===== config.mk =====
export PLATFORM = sky130hd
export DESIGN_NAME = subckt_stim_driver
export DESIGN_NICKNAME = d
export VERILOG_FILES = /design/src/rtl/subckt_tb_pkg.sv /design/src/rtl/subckt_misr16.sv /design/src/rtl/subckt_stim_driver.sv
export SDC_FILE = /design/constraint.sdc
export NUM_CORES = 1
export LEC_CHECK = 0
export BUFFER_PORTS_ARGS = -buffer_cell sky130_fd_sc_hd__buf_4
export CORE_ASPECT_RATIO = 0.6
export CORE_UTILIZATION = 45
export CTS_CLUSTER_DIAMETER = 30
export DETAILED_ROUTE_END_ITERATION = 10
export HOLD_SLACK_MARGIN = 0.12
export PLACE_DENSITY = 0.68
export SYNTH_ARGS = -nofsm -noshare
export SYNTH_HDL_FRONTEND = slang
export SYNTH_SLANG_ARGS = --single-unit

===== constraint.sdc =====
create_clock -name I1470_clk -period 2.05 [get_ports I1470_clk]
set_input_delay 0.41 -clock I1470_clk [delete_from_list [all_inputs] [get_ports I1470_clk]]
set_output_delay 0.41 -clock I1470_clk [all_outputs]
set_load 0.02 [all_outputs]

===== src/rtl/subckt_tb_pkg.sv =====
// Shared definitions for the subcircuit stimulus driver: FSM states,
// polynomial taps and the single-step shift function used by LFSR and MISR.
package subckt_tb_pkg;

    typedef enum logic [2:0] {
        ST_IDLE  = 3'd0,
        ST_LOAD  = 3'd1,
        ST_RUN   = 3'd2,
        ST_DRAIN = 3'd3,
        ST_DONE  = 3'd4
    } state_t;

    // Feedback taps at bits 15, 13, 12 and 10.
    localparam logic [15:0] LFSR_TAPS    = 16'hB400;
    localparam logic [15:0] MISR_TAPS    = 16'hB400;
    localparam logic [15:0] DEFAULT_SEED = 16'hACE1;

    // One shift step; din = 0 gives the plain LFSR, din = response gives the MISR.
    function automatic logic [15:0] lfsr_step(input logic [15:0] cur,
                                              input logic [15:0] taps,
                                              input logic        din);
        return {cur[14:0], (^(cur & taps)) ^ din};
    endfunction

endpackage


===== src/rtl/subckt_misr16.sv =====
// 16-bit multiple-input signature register compacting one serial response bit
// per enabled cycle; clear has priority over enable.
module subckt_misr16
    import subckt_tb_pkg::*;
(
    input  logic        clk,
    input  logic        rst,
    input  logic        clear,
    input  logic        enable,
    input  logic        serial_in,
    output logic [15:0] sig
);

    logic [15:0] misr_r;

    // Signature register with synchronous reset and clear.
    always_ff @(posedge clk) begin
        if (rst || clear) begin
            misr_r <= 16'h0000;
        end else if (enable) begin
            misr_r <= lfsr_step(misr_r, MISR_TAPS, serial_in);
        end else begin
            misr_r <= misr_r;
        end
    end

    assign sig = misr_r;

endmodule


===== src/rtl/subckt_stim_driver.sv =====
// Drives LFSR patterns into a 4-input subcircuit and compacts its delayed
// response into a MISR signature for comparison with the golden netlist.
module subckt_stim_driver
    import subckt_tb_pkg::*;
#(
    parameter int RESP_LAT = 2
)
(
    input  logic        I1470_clk,
    input  logic        I1477_rst,
    input  logic        start,
    input  logic [15:0] seed,
    input  logic [15:0] num_patterns,
    input  logic        resp_in,
    output logic [3:0]  stim_out,
    output logic        busy,
    output logic        done,
    output logic [15:0] signature
);

    state_t                state_r;
    state_t                state_s;
    logic [15:0]           lfsr_r;
    logic [15:0]           lfsr_s;
    logic [15:0]           cnt_r;
    logic [15:0]           cnt_s;
    logic [RESP_LAT-1:0]   vpipe_r;
    logic [RESP_LAT-1:0]   vpipe_shl_s;
    logic [3:0]            stim_r;
    logic                  busy_r;
    logic                  done_r;
    logic                  misr_clear_s;
    logic                  misr_en_s;

    // State register.
    always_ff @(posedge I1470_clk) begin
        if (I1477_rst) begin
            state_r <= ST_IDLE;
        end else begin
            state_r <= state_s;
        end
    end

    // Next-state, next LFSR and next count.
    always_comb begin
        state_s      = state_r;
        lfsr_s       = lfsr_r;
        cnt_s        = cnt_r;
        vpipe_shl_s  = vpipe_r << 1;
        misr_clear_s = (state_r == ST_LOAD);
        misr_en_s    = vpipe_r[RESP_LAT-1];
        case (state_r)
            ST_IDLE: begin
                if (start) begin
                    state_s = ST_LOAD;
                end else begin
                    state_s = ST_IDLE;
                end
            end
            ST_LOAD: begin
                lfsr_s = (seed == 16'h0000) ? DEFAULT_SEED : seed;
                cnt_s  = num_patterns;
                if (num_patterns != 16'h0000) begin
                    state_s = ST_RUN;
                end else begin
                    state_s = ST_DONE;
                end
            end
            ST_RUN: begin
                lfsr_s = lfsr_step(lfsr_r, LFSR_TAPS, 1'b0);
                cnt_s  = cnt_r - 16'd1;
                if (cnt_r <= 16'd1) begin
                    state_s = ST_DRAIN;
                end else begin
                    state_s = ST_RUN;
                end
            end
            ST_DRAIN: begin
                // Leave once only the final stage still holds a pending response.
                if (vpipe_shl_s == {RESP_LAT{1'b0}}) begin
                    state_s = ST_DONE;
                end else begin
                    state_s = ST_DRAIN;
                end
            end
            ST_DONE: begin
                state_s = ST_IDLE;
            end
            default: begin
                state_s = ST_IDLE;
            end
        endcase
    end

    // Datapath registers and outputs, registered from next-state values.
    always_ff @(posedge I1470_clk) begin
        if (I1477_rst) begin
            lfsr_r  <= 16'h0000;
            cnt_r   <= 16'h0000;
            vpipe_r <= {RESP_LAT{1'b0}};
            stim_r  <= 4'h0;
            busy_r  <= 1'b0;
            done_r  <= 1'b0;
        end else begin
            lfsr_r <= lfsr_s;
            cnt_r  <= cnt_s;
            if (state_r == ST_LOAD) begin
                vpipe_r <= {RESP_LAT{1'b0}};
            end else begin
                vpipe_r    <= vpipe_shl_s;
                vpipe_r[0] <= (state_r == ST_RUN);
            end
            stim_r <= (state_s == ST_RUN) ? lfsr_s[3:0] : 4'h0;
            busy_r <= (state_s != ST_IDLE);
            done_r <= (state_s == ST_DONE);
        end
    end

    subckt_misr16 u_misr (
        .clk       (I1470_clk),
        .rst       (I1477_rst),
        .clear     (misr_clear_s),
        .enable    (misr_en_s),
        .serial_in (resp_in),
        .sig       (signature)
    );

    assign stim_out = stim_r;
    assign busy     = busy_r;
    assign done     = done_r;

endmodule


Yosys cells after proc, flatten, opt, wreduce, memory -nomap -nowiden
Cells that the tools add are included.
{"block": "word_totals", "ff_bits": 59, "latchBits": 0, "ram_bits": 0, "romBits": 0, "inputBits": 36, "output_inout_bits": 22, "wordCells": 37, "mem_count": 0}
{"block": "op_classes", "add_sub_neg": 1, "multipliers": 0, "n_div": 0, "order_cmp": 1, "n_eq_ne": 5, "n_shift": 0, "mux": 8, "bitwise": 2, "reduce_logical": 11}
{"cell": "one-hot mux 16 bit (2 select lines)", "n": 2}
{"cell": "XOR reduction 16 bit", "n": 2}
{"cell": "less-or-equal comparator 16 x 1 -> 1 bit, second input constant", "n": 1}
{"cell": "logical NOT 16 bit", "n": 1}
{"cell": "2-to-1 mux 16 bit", "n": 1}
{"cell": "nonzero test 16 bit", "n": 1}
{"cell": "subtractor 16 x 1 -> 16 bit, second input constant", "n": 1}
{"cell": "one-hot mux 3 bit (4 select lines)", "n": 1}
{"cell": "== test 3 x 2 -> 1 bit, second input constant", "n": 3}
{"cell": "2-to-1 mux 3 bit", "n": 2}
{"cell": "OR reduction 2 bit", "n": 2}
{"cell": "== test 3 x 1 -> 1 bit, second input constant", "n": 1}
{"cell": "== test 3 bit, second input constant", "n": 1}
{"cell": "logical NOT 3 bit", "n": 1}
{"cell": "nonzero test 3 bit", "n": 1}
{"cell": "logical NOT 2 bit", "n": 1}
{"cell": "2-to-1 mux 1 bit", "n": 2}
{"cell": "nonzero test 2 bit", "n": 1}
{"cell": "logical OR 1 bit", "n": 1}
{"cell": "NOT 1 bit", "n": 1}
{"cell": "XOR 1 bit", "n": 1}

Depth between registers and ports, before layout
{"block": "depth", "word_depth": 6, "depth_mapped": 7, "depth_no_buf": 6}

Cells and area by module
Synthesis repeated with hierarchy kept, for this count alone.
{"block": "unflattened", "hier_cells": 283, "hier_area_um2": 2592.5}
{"mod": "subckt_stim_driver", "instances": 1, "cells_per_inst": 224, "area_per_inst_um2": 1965.6, "seq_area_each_um2": 860.8}
{"mod": "subckt_misr16", "instances": 1, "cells_per_inst": 59, "area_per_inst_um2": 626.9, "seq_area_each_um2": 320.3}

Worst setup path after synthesis
No wires, ideal clock.
{"block": "synth_timing", "path_type": "reg-to-reg", "from": "register state_r[2]", "to": "register cnt_r[3]", "setup_ns": 0.131, "arrival_ns": 1.505, "required_ns": 1.919, "setup_slack_ns": 0.414, "path_stages_with_launch": 7, "path_buffers": 2, "synth_period_minus_slack_ns": 1.636, "cell_sequence": "dfxtp_1 -> buf_2 -> or3b_1 -> clkbuf_1 -> or4_1 -> nand3_1 -> a31oi_1"}
{"block": "synth_between", "elab_chain_cells": 2, "word_cells_on_any_way": 4, "classes_between": "2 x eq/ne; 1 x mux; 1 x reduce/logical"}
{"element": "from (decl)", "line": "subckt_stim_driver.sv:21", "text": "state_t state_r;"}
{"element": "from (signal assigned)", "line": "subckt_stim_driver.sv:40", "text": "state_r <= state_s;"}
{"element": "== test 3 x 2 -> 1 bit / == test 3 x 1 -> 1 bit (equally long branches)", "line": "subckt_stim_driver.sv:52", "text": "case (state_r)"}
{"element": "one-hot mux 16 bit (2 select lines) / nonzero test 2 bit (equally long branches)"}
{"element": "to (signal assigned)", "line": "subckt_stim_driver.sv:106", "text": "cnt_r <= cnt_s;"}
{"element": "to (decl)", "line": "subckt_stim_driver.sv:25", "text": "logic [15:0] cnt_r;"}
Several ways; a longest one is shown, not always the timed one.
A chain may end at the register's enable or synchronous reset.

Final worst setup path
{"block": "layout_timing", "from": "register state_r[0]", "to": "register stim_r[2] (netlist: stim_out[2])"}
{"block": "layout_between", "elab_chain_cells": 5, "word_cells_on_any_way": 9, "classes_between": "4 x eq/ne; 2 x mux; 1 x bitwise; 2 x reduce/logical"}
{"element": "== test 3 x 2 -> 1 bit (tied with other cells)", "line": "subckt_stim_driver.sv:52"}
{"element": "one-hot mux 3 bit (4 select lines)", "line": "subckt_stim_driver.sv:52"}
{"element": "== test 3 x 2 -> 1 bit", "line": "subckt_stim_driver.sv:113", "text": "stim_r <= (state_s == ST_RUN) ? lfsr_s[3:0] : 4'h0;"}
{"element": "NOT 1 bit (no source line)"}
{"element": "OR reduction 2 bit (no source line)"}
{"element": "to (signal assigned)", "line": "subckt_stim_driver.sv:113"}
{"element": "to (decl)", "line": "subckt_stim_driver.sv:29", "text": "logic [3:0] stim_r;"}
Several ways; a longest one is shown, not always the timed one.

==> metrics list <==
- Result of the run: finished clean
- Wires add up to 6.61 mm.
* Slack of the worst reg-to-reg path: between 0.2 and 0.3 ns
- Power per standard cell area: slightly below 900 nW/um^2
- Area occupied by multi-input gates: between 1000 and 1500 um^2
- Starting density of the core: 47.3%
- The count of pins over their slew limit was 0.
* First-pass GRT wire length: about 11 mm
* Routed len/inst: approximately 15 um
- The number of nets handed over by synthesis was 330.
* Final HPWL DP: 4.71 mm
* Iteration count of the initial detailed-routing pass: 4
- Critical Path End: stim_out[2]
- Cts repair resizes: 0
* Share of layout cells above drive strength 1: a little over a quarter
* CTS tree: yes
- After global routing the overflow that remains totals 0.
* Critical path capture point type: flip-flop
- For this run, the register share of the synthesized area comes to around 44%.
* Reg2reg path depth: 4
- Syn Area/Cell: between 9 and 10 um^2
- At the end of the flow, the number of nets in the layout was 392.
* Final worst clock skew: about 0.0074 ns
* Slowest CP cell: dfxtp_1
- Timing would allow up to around 560 MHz.
* Number of maximum-capacitance violations: 0
* Share of flip-flops with an asynchronous set or reset: 0%
- After synthesis the netlist holds a flip-flop and latch count of approximately 60.
* Port Buffer Count: 57
* Worst Path Class, Setup: reg -> reg
- In the post-synthesis netlist, the biggest area contributors are dfxtp_1 44%, mux2i_1 6.0%, a22oi_1 4.8%.
* Antenna violations before repair: 0
- Post-CTS timing repair inserted 0 buffers for setup.
- Most common library cells after synthesis: 59 x dfxtp_1, 32 x nor2_1, 23 x nand2_1
* Vias after detailed routing: approximately 2.5k
* Number of vias per cell: 5.68
- Maximum ir drop on the vdd rail: between 0.0004 and 0.0005 V
- Start point of the critical path: state_r[0]
- Arrival time reported for the critical path endpoint: 2.00 ns
- Summed over all failing endpoints, the final setup total negative slack is 0 ns.
- Diodes inserted: 0
* Critical R2R Launch: state_r[0]
* Number of flops mapped to enable cells by yosys: 0
- Summed over all instances, the cell type with the most area after synthesis is dfxtp_1.
* TritonCTS buffer count: 9
- Setup repair after global routing left no endpoint under its margin.
- Sequential share of power: between 40% and 50%
- The sequential cells in the finished layout cover a total of about 1200 um^2.
- The cell area that synthesis handed to floorplanning was between 2000 and 3000 um^2.
- Post-route standard cell area excluding fillers: around 3400 um^2
- Entering global routing, the biggest net connects 23 pins.
- Net switching power: around 900 uW
* Clock Sinks: 59
- Standard-cell rows: 21
- After synthesis, the netlist uses 53 different library cells.
- The filler cells instantiated in the layout total 510.
- Largest buffer count on any clock path: 2
- For this run, the slowest stage of the critical path takes between 0.5 and 0.6 ns.
- For this design the static power due to leakage is about 0.0013 uW.
- Clock network fraction of total power: about a third
* Logic gate share of total power: approximately a fifth
* Cell at the root of the clock tree: clkbuf_8
- 58 I/O pins were placed.
* Main synth FF type: dfxtp_1
- DRC violations left: 0
- Setup violations remaining at the end of the flow were counted as 0.
- Routability cong.: between 0.7 and 0.8
- Vert. Die Dim: ~62 um
- Maximum fanout along the worst path: 20
- Of the available clock period, the critical path in the final layout requires 86.9%.
- Clock latency on the worst-skew pair, taken at its later pin, is roughly 0.34 ns.
- Hold Path Class: in -> reg
- Net Sw Frac: 30.4%
- In this run, the number of DRC markers left after iteration 0 of detailed routing was ~140.
- The number of hold violations in the final report came to 0.
- After layout, the minimum clock period comes to roughly 1.8 ns.
- Series of cell instances along the critical path: nor3b_4 > buf_4 > a22oi_1 > a2111oi_0
- The via count of the first global-routing pass was around 2.2k.
- Together, buffers and inverters on the worst path number 1.
- Share of the synthesized area in the top cell type: between 40% and 50%
* # hold bufs at CTS: 0
* Worst EP required: 2.27 ns
- Clock transition at path regs: approximately 0.07 ns
- Slew at the pin closest to its max-slew limit: between 0.4 and 0.5 ns
* Sum of internal, switching and leakage power: 2970 uW
* Maximum level of the CTS H-tree: 3
- Slew Limit Headroom: ~71%
* Internal Pwr Total: 2070 uW
* Die outline area: between 6000 and 7000 um^2
* Die outline width: between 100 and 150 um
- Global routing consumed, over all layers together, 23.0% of the routing resources.
* Levels on crit path: 4
- Yosys printed 0 warnings.
* Capturing point of the worst reg2reg path: stim_out[2]
* Area growth from synthesis to final layout: 27.5%
* CORE AREA: 5650 um^2
- CP delay by family, top: compound AO/OA/AOI/OAI gates
* Critical path startpoint category: flip-flop
* Antenna violation net count after detailed routing: 0
- Post-detailed-placement cell area: approximately 3200 um^2
- Leading cell type by number of instances after synthesis: dfxtp_1
- Counting every instance in the synthesized netlist gives slightly below 300.
[cells by family after synthesis]
kind of cell             after synthesis  share of synthesized area [%]
XOR/XNOR                               7                           2.81
AND/OR/NAND/NOR                      103                           21.1
buffers and inverters                 23                           4.03
multiplexers                          17                           6.42
adder cells (fa/ha/maj)                2                          0.937
AO/OA/AOI/OAI                         81                           20.5
flip-flops                            59                           44.2
[per-layer routing]
metal / GRT usage [%] / up-vias / part of all wire [%]
li1: - / 1223 / -
met1: 31.2 / 1166 / 47
met2: 33.9 / 99 / 42
met3: 7.49 / 7 / 9.6
met4: 9.52 / 0 / 0.95
met5: 0 / - / 0
[cell usage in the layout (no fill, tap or decap), types with 6 or more instances in the layout]
cell / Yosys / routed
a21oi_1: 21 / 21
a22oi_1: 17 / 17
a31oi_1: 9 / 9
buf_4: 3 / 70
clkbuf_8: 0 / 9
dfxtp_1: 59 / 59
mux2i_1: 16 / 16
nand2_1: 23 / 23
nand3_1: 6 / 6
nor2_1: 32 / 32
nor4_1: 10 / 10
o21ai_0: 10 / 10
or3_1: 6 / 6
[area by class of cell]
| type | count | share of cell area, % |
|---|---|---|
| multi-input combinational | 210 | 40.8 |
| sequential | 59 | 34.7 |
| timing repair buffer | 70 | 15.4 |
| clock buffer | 10 | 3.75 |
| tap | 80 | 2.94 |
| clock inverter | 6 | 1.95 |
| inverter | 4 | 0.441 |
[power by group through the flow]
stage | clock network [uW] | registers (uW) | logic, uW
floorplan | 0 | 1320 | 412
global placement | 0 | 1330 | 603
detailed placement | 0 | 1340 | 612
CTS | 1060 | 1310 | 615
global route | 1110 | 1330 | 683
finish | 1030 | 1310 | 619
[worst min-delay path: stages]
cell      delay, ns
buf_4          0.09
a221oi_1       0.07
nor2_1         0.07
[flip-flops by register name, summed over array words and instances (netlist names)]
signal and count:
cnt_r 16, busy 1, done 1, state_r 3, vpipe_r 2, u_misr.sig 16
stim_out 4, lfsr_r 16
[through the flow]
stage          hold WS, ns  setup WS, ns  utilization (%)  cells
6_report             0.336         0.268             60.2    439
5_1_grt              0.353        0.0448             60.2    439
4_1_cts              0.326         0.245             60.2    439
3_5_place_dp         0.451         0.169             56.8    423
3_3_place_gp         0.445         0.258             56.8    423
2_1_floorplan        0.436         0.414                -    292
[worst min-delay path by stage]
stage / end / slack (ns) / depth (start not counted) / startpoint
CTS: cnt_r[0] / 0.33 / 3 / num_patterns[0]
global route: cnt_r[0] / 0.35 / 3 / num_patterns[0]
finish: cnt_r[0] / 0.34 / 3 / num_patterns[0]
floorplan: lfsr_r[8] / 0.44 / 2 / lfsr_r[8]
global placement: lfsr_r[9] / 0.45 / 2 / lfsr_r[9]
detailed placement: lfsr_r[9] / 0.45 / 2 / lfsr_r[9]
Power figures use the tool's default switching activity.
